[config.mk]
export PLATFORM = sky130hd
export DESIGN_NAME = register_file
export DESIGN_NICKNAME = d
export VERILOG_FILES = /design/src/rtl/regfile_pkg.sv /design/src/rtl/register_file_onehot_check.sv /design/src/rtl/register_file.sv
export SDC_FILE = /design/constraint.sdc
export NUM_CORES = 1
export LEC_CHECK = 0
export ABC_AREA = 1
export ABC_CLOCK_PERIOD_IN_PS = 2150
export CAP_MARGIN = 10
export CORE_MARGIN = 3
export CORE_UTILIZATION = 30
export CTS_CLUSTER_SIZE = 14
export DETAILED_ROUTE_END_ITERATION = 16
export SETUP_SLACK_MARGIN = 0.4
export SYNTH_ARGS = -nofsm -noshare
export SYNTH_HDL_FRONTEND = slang
export SYNTH_SLANG_ARGS = --single-unit
[constraint.sdc]
create_clock -name clk -period 2.15 [get_ports clk]
set_input_delay 0.43 -clock clk [delete_from_list [all_inputs] [get_ports clk]]
set_output_delay 0.43 -clock clk [all_outputs]
set_load 0.01 [all_outputs]
[src/rtl/regfile_pkg.sv]
// Shared constants, register word type and one-hot helper for the register file.
package regfile_pkg;

    localparam int DATA_WIDTH = 32;
    localparam int NUM_REGS   = 16;
    localparam int ADDR_WIDTH = 4;

    typedef logic [DATA_WIDTH-1:0] word_t;

    // Exactly one bit set: non-zero and clearing the lowest set bit leaves nothing.
    function automatic logic is_onehot16(input logic [15:0] v);
        return (v != 16'd0) && ((v & (v - 16'd1)) == 16'd0);
    endfunction

endpackage

[src/rtl/register_file_onehot_check.sv]
// Combinational validity check on the decoder's destination select.
module onehot_check
    import regfile_pkg::*;
(
    input  logic [15:0] sel_i,
    output logic        valid_o
);

    assign valid_o = is_onehot16(sel_i);

endmodule

[src/rtl/register_file.sv]
// 16 x 32-bit register file: one-cycle write-back stage, two registered read ports,
// sticky error on non-one-hot write select. Define REGFILE_BYPASS_EN to forward wb data to reads.
module register_file
    import regfile_pkg::*;
(
    input  logic                  clk,
    input  logic                  rst_n,
    input  logic                  wr_en,
    input  logic [NUM_REGS-1:0]   wr_sel,
    input  logic [DATA_WIDTH-1:0] wr_data,
    input  logic [ADDR_WIDTH-1:0] rd_addr_a,
    output logic [DATA_WIDTH-1:0] rd_data_a,
    input  logic [ADDR_WIDTH-1:0] rd_addr_b,
    output logic [DATA_WIDTH-1:0] rd_data_b,
    input  logic                  err_clr,
    output logic                  sel_err
);

    logic                sel_valid;
    logic                wb_valid_q, wb_valid_d;
    logic [NUM_REGS-1:0] wb_sel_q,   wb_sel_d;
    word_t               wb_data_q,  wb_data_d;
    logic                sel_err_q,  sel_err_d;
    word_t               rd_a_q,     rd_a_d;
    word_t               rd_b_q,     rd_b_d;
    word_t               regs_q [NUM_REGS];

    onehot_check u_onehot_check (
        .sel_i   (wr_sel),
        .valid_o (sel_valid)
    );

    always_comb begin
        wb_valid_d = wr_en & sel_valid;
        wb_sel_d   = wb_sel_q;
        wb_data_d  = wb_data_q;
        if (wr_en && sel_valid) begin
            wb_sel_d  = wr_sel;
            wb_data_d = wr_data;
        end
    end

    // A new bad write takes priority over a coincident clear.
    always_comb begin
        sel_err_d = sel_err_q;
        if (wr_en && !sel_valid)
            sel_err_d = 1'b1;
        else if (err_clr)
            sel_err_d = 1'b0;
    end

    always_comb begin
        rd_a_d = regs_q[rd_addr_a];
        rd_b_d = regs_q[rd_addr_b];
`ifdef REGFILE_BYPASS_EN
        if (wb_valid_q && wb_sel_q[rd_addr_a])
            rd_a_d = wb_data_q;
        if (wb_valid_q && wb_sel_q[rd_addr_b])
            rd_b_d = wb_data_q;
`endif
    end

    always_ff @(posedge clk or negedge rst_n) begin
        if (!rst_n) begin
            wb_valid_q <= 1'b0;
            wb_sel_q   <= '0;
            wb_data_q  <= '0;
            sel_err_q  <= 1'b0;
            rd_a_q     <= '0;
            rd_b_q     <= '0;
        end else begin
            wb_valid_q <= wb_valid_d;
            wb_sel_q   <= wb_sel_d;
            wb_data_q  <= wb_data_d;
            sel_err_q  <= sel_err_d;
            rd_a_q     <= rd_a_d;
            rd_b_q     <= rd_b_d;
        end
    end

    // Each register commits from the write-back stage when its select bit is set.
    for (genvar gi = 0; gi < NUM_REGS; gi++) begin : g_regs
        always_ff @(posedge clk or negedge rst_n) begin
            if (!rst_n)
                regs_q[gi] <= '0;
            else if (wb_valid_q && wb_sel_q[gi])
                regs_q[gi] <= wb_data_q;
        end
    end

    assign rd_data_a = rd_a_q;
    assign rd_data_b = rd_b_q;
    assign sel_err   = sel_err_q;

endmodule

## Word level (Yosys, flattened, before mapping)

Cells that the tools add are included.

- Bits in registers: 626
- Output and inout bits: 65
- Word-level logic and storage cells: 60

- $add $sub $neg: 1
- $lt $le $gt $ge: 2
- Multiplexer cells: 8
- Bitwise gates (word level): 4
- Reduce and logical (&&, ||, !) cells: 23

Operators with widths:

| operator | number |
|---|---|
| binary-select mux 32 bit (select 4 bit) | 2 |
| two-way mux 32 bit | 4 |
| logical AND 1 bit | 19 |
| AND 16 bit | 1 |
| zero test 16 bit | 1 |
| nonzero test 16 bit | 1 |
| subtractor 16 x 1 -> 16 bit (second input constant) | 1 |
| >= comparator 5 bit (second input constant) | 2 |
| inverter 4 -> 5 bit | 2 |
| two-way mux 1 bit | 2 |
| nonzero test 2 bit | 1 |
| AND 1 bit | 1 |
| zero test 1 bit | 1 |

## Logic depth before layout (Yosys ltp)

Gate-level depths: netlist of the first run.

- Depth after elaboration: 7
- Depth in mapped cells: 13
- Mapped depth without buffers: 11

## Hierarchy

Synthesis of the first run repeated with hierarchy kept, for this count alone.

- Cell total of the unflattened synthesis: 4736
- Area total of the unflattened synthesis: 33689.8 um^2

By module, submodules not included:

| module | times used | cells an instance | area an instance (um^2) | sequential area each (um^2) |
|---|---|---|---|---|
| register_file | 1 | 4668 | 33403.3 | 15665.0 |
| onehot_check | 1 | 68 | 286.5 | 0.0 |

## Least setup slack after synthesis of the first run

OpenSTA, ideal clock, no wires.

- Kind: input -> register
- Start point: input port rd_addr_b[0]
- End point: register rd_b_q[10], in the netlist rd_data_b[10]
- Setup time: 0.125 ns
- Data arrival time: 1.620 ns
- Path slack: 0.405 ns
- Stages: 8
- Path buffers: 5
- Cell sequence: buf_2 -> buf_4 -> buf_2 -> buf_2 -> clkbuf_1 -> a21oi_1 -> o221ai_1 -> nand2_1

- Cells in the longest elaborated chain, start to end: 4

RTL lines:

| what | RTL line | source |
|---|---|---|
| start: declaration | register_file.sv:13 | `input logic [ADDR_WIDTH-1:0] rd_addr_b,` |
| inverter 4 -> 5 bit (not written as such) | register_file.sv:54 | `rd_b_d = regs_q[rd_addr_b];` |
| binary-select mux 32 bit (select 4 bit) | register_file.sv:54 |  |
| two-way mux 32 bit (not written as such) (2 in series) | register_file.sv:54 |  |
| named net rd_b_d[10] | register_file.sv:25 | `word_t rd_b_q, rd_b_d;` |
| end signal: assignment | register_file.sv:77 | `rd_b_q <= rd_b_d;` |
| end: declaration | register_file.sv:25 |  |

The timed path passes the listed nets, and every way through them passes these cells. The select of a mux whose other input is x is not followed.
A chain may end at the register's enable or synchronous reset.

## Final worst setup path of the first run

- Start point: register rd_a_q[21], in the netlist rd_data_a[21]
- End point: output port rd_data_a[21]

RTL lines:

| what | RTL line | source |
|---|---|---|
| start: declaration | register_file.sv:24 | `word_t rd_a_q, rd_a_d;` |
| start signal: assignment | register_file.sv:76 | `rd_a_q <= rd_a_d;` |
| end: declaration | register_file.sv:12 | `output logic [DATA_WIDTH-1:0] rd_data_a,` |

No word-level cell between the ends.

==> impl_metrics.yaml, run 1 <==
global_route:
  grt_use_total_pct: 19.4
  grt-busiest-layer: "met2"
  grt_util_met1_pct: 26.9
  use_met3_pct: 3.02
  grt_overflow: 0
  grt_pass1_vias: 26800
  grt_start_max_net_pins: 70
  grt_antenna_before_repair: 2
  grt_use_met2_pct: 30.6
  grt_first_pass_wirelength_um: 163000
synthesis:
  synth_most_common_cell: "nand2_1"
  synth_top_area_cell: "dfrtp_1"
  synth-xor-area-share_pct: 0
  syn-mean-instance-area_um2: 7.75
  synth_mux_area_share_pct: 0
  synthAdderAreaFrac_pct: 0
  async_flop_share_pct: 100
  synth_area_leaders: "dfrtp_1, o21ai_0, nand2_1"
  yosysWarningCount: 0
  synth_top_family_by_area: "compound AO/OA/AOI/OAI gates"
  synth-main-ff-cell: "dfrtp_1"
  syn_inst: 4026
  synth-compound-area-share_pct: 25.5
  ys_ff_latch: 626
  synth_simple_gate_area_share_pct: 16.2
  synth_commonest_cells: "nand2_1, o21ai_0, dfrtp_1"
  synth_enable_flop_cells: 0
  synth_fp_nets: 4086
  syn_area_mm2: 0.0312
  synth_cell_types: 23
  synth_top_area_share_pct: 50.2
  yosysSeqAreaShare_pct: 50.2
sta:
  min_period_ns: 1.71
  finalMaxSlewViolations: 0
  finalSetupViolations: 0
  rsz0062_at_grt: "no"
  setup_ws_ns: 0.438
  fin_setup_tns_ns: 0
  slew_headroom_pct: 61.1
  skew_ns: 0.0299
  worst_slew_pin_slew_ns: 0.584
  hold_viol: 0
  max_freq_mhz: 584
  final.period_utilization_pct: 79.6
setup_path:
  critPathKind: "flip-flop to primary output"
  crit_chain: "dlygate4sd2_1"
  crit_family: "flip-flops"
  path_buf_inv: 1
  crit_path_max_incr_delay_ns: 0.37
  start_kind: "flip-flop"
  cp_slowest_cell: "dfrtp_1"
  crit_path_max_fanout: 1
  worstPathRequired_ns: 1.72
  critPathArrivalTime_ns: 1.28
  cp-end-kind: "primary output"
power_and_ir_drop:
  p_leak_nw: 16.0
  power.internal_w: 0.0200
  p_switching_w: 0.00672
  peakVddDrop_mv: 0.527
  swShare_pct: 25.1
  power_density_mw_per_mm2: 718
  pwr-share-seq_pct: 44.8
  p_comb_share_pct: 9.7
  pwr-share-clk_pct: 45.5
floorplanning:
  core-area_mm2: 0.102
  dieWidth_um: 329
  dieArea_mm2: 0.108
  row_count: 117
  die_height_um: 329
  io_pins: 125
  initial_core_util_pct: 30.5
route:
  dr.pass1.iters: 6
  drc: 0
  vias: 28700
  drtIter0Drc: 3044
  viasPerCell: 5.26
  wirelength_um: 106000
  wl_per_cell_um: 19.4
  ant_nets: 0
status:
  status: "complete, no violations"
cts:
  htree_levels: 3
  cts_tree: "done"
  cts.clk_slew.worst_paths_ns: 0.06
  root_buffer: "clkbuf_16"
  cts.sinks: 626
  cts_buffers: 70
  clk_latency_ns: 0.62
  clock_path_buffers: 3
placement:
  post-place-ws_ns: -0.150
  dpl.hpwl_um: 62500
  place.gp.congestion: 0.819
  io_buffers: 124
cells_and_area:
  nets: 4093
  layout-drive-gt1-share_pct: 7.92
  antennaDiodeCount: 0
  area_delta_synth_final_pct: 19.3
job:
  cap_violations: 0
worst_hold_path:
  hp-class: "input pin to flip-flop"
[per-stage QoR]
stage	instances	utilization (%)	hold WS (ns)	area, µm²	total power (W)
global placement	5324	34.0	0.357	34900	0.0148
detailed placement	5324	34.0	0.356	34900	0.0148
global route	5447	36.3	0.232	37200	0.0278
floorplan	4026	-	0.134	31200	0.0134
CTS	5443	36.2	0.195	37100	0.0270
finish	5447	36.3	0.237	37200	0.0267
[state kept, by name (all words and copies together) (netlist names)]
| name | flops |
|---|---|
| rd_data_a | 32 |
| wb_data_q | 32 |
| wb_valid_q | 1 |
| wb_sel_q | 16 |
| regs_q | 512 |
| rd_data_b | 32 |
| sel_err | 1 |
[cell usage in the layout, fill, tap and decap left out, drive strengths merged]
cell type and count:
and2 1, o221ai 46, nand3b 1, clkbuf 105, nor3 1, clkinv 8, o22ai 15, dlygate4sd3 1
dlymetal6s2s 13, clkdlybuf4s50 36, nand2 970, a21oi 379, dlygate4sd2 32, clkdlybuf4s15 28, inv 307, buf 174
nand4 2, o211ai 134, nand3 252, dfrtp 626, bufinv 5, o21ai 909, clkinvlp 5, nor2 29
[cell type report]
cell class	instances	area, µm²
clock buffers	99	2030
clock inverters	19	267
fillers	10700	65200
inverters	306	1150
multi-input cells	2739	13100
flip-flops and latches	626	15700
well taps	1368	1710
repair buffers	290	3300
[power groups by stage]
stage          registers [W]  clock network (W)  logic [W]
2_1_floorplan         0.0122                  0    0.00116
3_3_place_gp          0.0122                  0    0.00264
6_report              0.0120             0.0122    0.00260
3_5_place_dp          0.0122                  0    0.00265
4_1_cts               0.0120             0.0125    0.00258
5_1_grt               0.0120             0.0130    0.00285
[metal layers]
| layer | share of wire, % | wire length [µm] |
|---|---|---|
| met1 | 44 | 46900 |
| met2 | 45 | 47700 |
| met3 | 6.7 | 7120 |
| met4 | 3.8 | 4030 |
| met5 | 0 | 0 |
[repair_timing]
item,4_1_cts,5_1_grt
gates resized for setup,98,42
endpoints found under the setup margin,65,67
buffers inserted,0,3
hold buffers,1,0
gates cloned,0,1
pin swaps,0,7
hold endpoints to repair,21,0
[worst paths after layout]
path	endpoint	from	slack, ns	depth (start not counted)
max reg2reg	regs_q[454]	wb_valid_q	0.49	5
min	wb_data_q[3]	wr_en	0.24	3
max in group asynchronous	rd_data_a[17]	rst_n	1.04	4
min in group asynchronous	regs_q[169]	rst_n	0.31	2
max	rd_data_a[21]	rd_data_a[21]	0.44	1
min reg2reg	wb_data_q[13]	wb_data_q[13]	0.48	2
[worst reg2reg max path: stages (launching register included)]
cell     delay (ns)
dfrtp_1        0.60
buf_12         0.20
nand2_2        0.25
buf_12         0.28
nand2_1        0.09
o21ai_0        0.08
[cell families after synthesis]
family	after synthesis
buf+inv	661
flops	626
compound gates	1483
simple gates	1256
(Power assumes the default switching activity.)
==> run 2, diff against run 1 <==
Settings changed: ABC_CLOCK_PERIOD_IN_PS 2150 to 1450.
Clock period 2.15 ns to 1.45 ns, I/O delays scaled along.
==> impl_metrics.yaml, run 2 (synthesized netlist as in run 1, its figures left out) <==
cells_and_area:
  area_delta_synth_final_pct: 42.3
  nets: 4402
  nFillCells: 9857
  largest_reg_flops: 512
  layout-drive-gt1-share_pct: 26.0
  layout_commonest_cell: "nand2_1"
  regMostFlops: "regs_q"
  final_cell_mix: "nand2_1, dfrtp_1, o21ai_0"
  final_cells: 5762
route:
  routed-wl-met2_um: 59400
  viasPerCell: 5.55
  top_layer: "met5"
  ant_nets: 0
  wl_met1_um: 55300
  dr.pass1.iters: 6
  drc: 0
  drtIter0Drc: 4170
  wirelength_um: 136000
  wl_per_cell_um: 23.5
  vias: 32000
  wl_met3_um: 15000
cts:
  clock_path_buffers: 3
  htree_levels: 3
  cts_buffers: 72
  cts.clk_slew.worst_paths_ns: 0.06
  clk_latency_ns: 0.64
  cts.sinks: 626
  cts_tree: "done"
  root_buffer: "clkbuf_16"
setup_path:
  crit_path_max_fanout: 8
  crit_path_max_incr_delay_ns: 0.43
  critPathArrivalTime_ns: 2.06
  start_kind: "flip-flop"
  cp-end-kind: "flip-flop"
  cp_slowest_cell: "dfrtp_1"
  reg2reg_slack_ns: -0.08
  crit_chain: "buf_6 > buf_12 > buf_12 > nand2_8 > clkbuf_16 > nand2_2 > o21ai_1"
  crit_top_cell: "buf_12"
  critPathKind: "flip-flop to flip-flop"
  reg2regPathDepth: 7
  worstReg2RegStart: "wb_valid_q"
  worstPathRequired_ns: 1.98
  r2r-end: "regs_q[254]"
placement:
  io_buffers: 124
  dp_cells: 5460
  place.gp.congestion: 0.842
  dpl.hpwl_um: 69300
status:
  violations: "negative setup slack"
  status: "complete, but fails checks"
floorplanning:
  core-area_mm2: 0.102
  die_height_um: 329
  io_pins: 125
  dieArea_mm2: 0.108
  dieWidth_um: 329
  initial_core_util_pct: 30.5
  row_count: 117
sta:
  min_period_ns: 1.53
  hold_viol: 0
  final.period_utilization_pct: 106
  finalMaxSlewViolations: 0
  setup_ws_ns: -0.0806
  rsz0062_at_grt: "yes"
  max_freq_mhz: 653
  skew_ns: 0.0382
  finalSetupViolations: 62
  worst_slew_pin_slew_ns: 0.664
  slew_headroom_pct: 55.7
global_route:
  grt_pass1_vias: 29000
  grt_use_total_pct: 22.2
  grt_antenna_before_repair: 4
  grt_overflow: 0
  grt_first_pass_wirelength_um: 185000
  grt_start_max_net_pins: 75
power_and_ir_drop:
  peakVddDrop_mv: 0.693
  power_w: 0.0406
  p_leak_nw: 18.9
  power_density_mw_per_mm2: 914
worst_hold_path:
  min_from: "wr_sel[2]"
  hp-class: "input pin to flip-flop"
  holdPathEnd: "wb_sel_q[2]"
  min_path_cells: 4
job:
  cap_violations: 0
run 2: critical path, delay by kind of cell (launching register included):
| family | cells | cell delay, ns |
|---|---|---|
| compound gates | 1 | 0.06 |
| simple gates | 2 | 0.24 |
| flops | 1 | 0.43 |
| buf+inv | 4 | 0.68 |
run 2: how the worst max path moves through the flow:
stage | from | endpoint | slack (ns) | depth (start not counted)
final | wb_valid_q | regs_q[254] | -0.08 | 7
after global routing | wr_sel[0] | wb_data_q[15] | -0.08 | 15
after CTS | rd_data_b[18] | rd_data_b[18] | -0.11 | 1
after detailed placement | wr_sel[5] | wb_sel_q[5] | -0.76 | 13
after global placement | wr_sel[6] | wb_data_q[6] | -0.76 | 13
after floorplan | wr_sel[0] | wb_sel_q[8] | -0.05 | 12
run 2: what timing repair did:
| item | in CTS | in global routing |
|---|---|---|
| gates resized for setup | 670 | 601 |
| buffers inserted | 45 | 21 |
| hold buffers | 4 | 0 |
| endpoints found under the hold margin | 364 | 0 |
| cloned | 53 | 53 |
| endpoints found under the setup margin | 680 | 691 |
| pin swaps | 83 | 46 |
run 2: per-layer routing:
metal | GRT usage, % | vias to the layer above
met5 | 0 | -
met4 | 8.25 | 4
met3 | 4.03 | 360
met2 | 33.8 | 1819
met1 | 31.4 | 15500
li1 | - | 14300
run 2: metrics by stage:
| step | setup TNS (ns) | worst slack (ns) | utilization [%] | hold WS [ns] | instance area [µm²] |
|---|---|---|---|---|---|
| floorplan | -0.728 | -0.0516 | - | -0.00559 | 32200 |
| global placement | -43.86 | -0.763 | 35.6 | 0.179 | 36500 |
| detailed placement | -43.54 | -0.760 | 35.6 | 0.175 | 36500 |
| CTS | -1.01 | -0.115 | 40.5 | 0.0159 | 41500 |
| global route | -4.58 | -0.0849 | 43.4 | 0.0145 | 44400 |
| finish | -1.68 | -0.0806 | 43.4 | 0.00207 | 44400 |
run 2: final cells by class:
| cell class | instances | area, µm² | area share, % |
|---|---|---|---|
| sequential | 626 | 15700 | 35.3 |
| multi-input combinational | 2745 | 15300 | 34.5 |
| timing repair buffer | 591 | 8220 | 18.5 |
| clock buffer | 99 | 2090 | 4.69 |
| tap | 1368 | 1710 | 3.85 |
| inverter | 306 | 1170 | 2.64 |
| clock inverter | 25 | 254 | 0.572 |
| antenna | 2 | 5.00 | 0.0113 |
run 2: power by group:
part	switching, W	internal [W]	leakage [nW]
clock	0.00773	0.0108	1.17
sequential	0.000105	0.0177	8.64
combinational	0.00264	0.00172	9.09
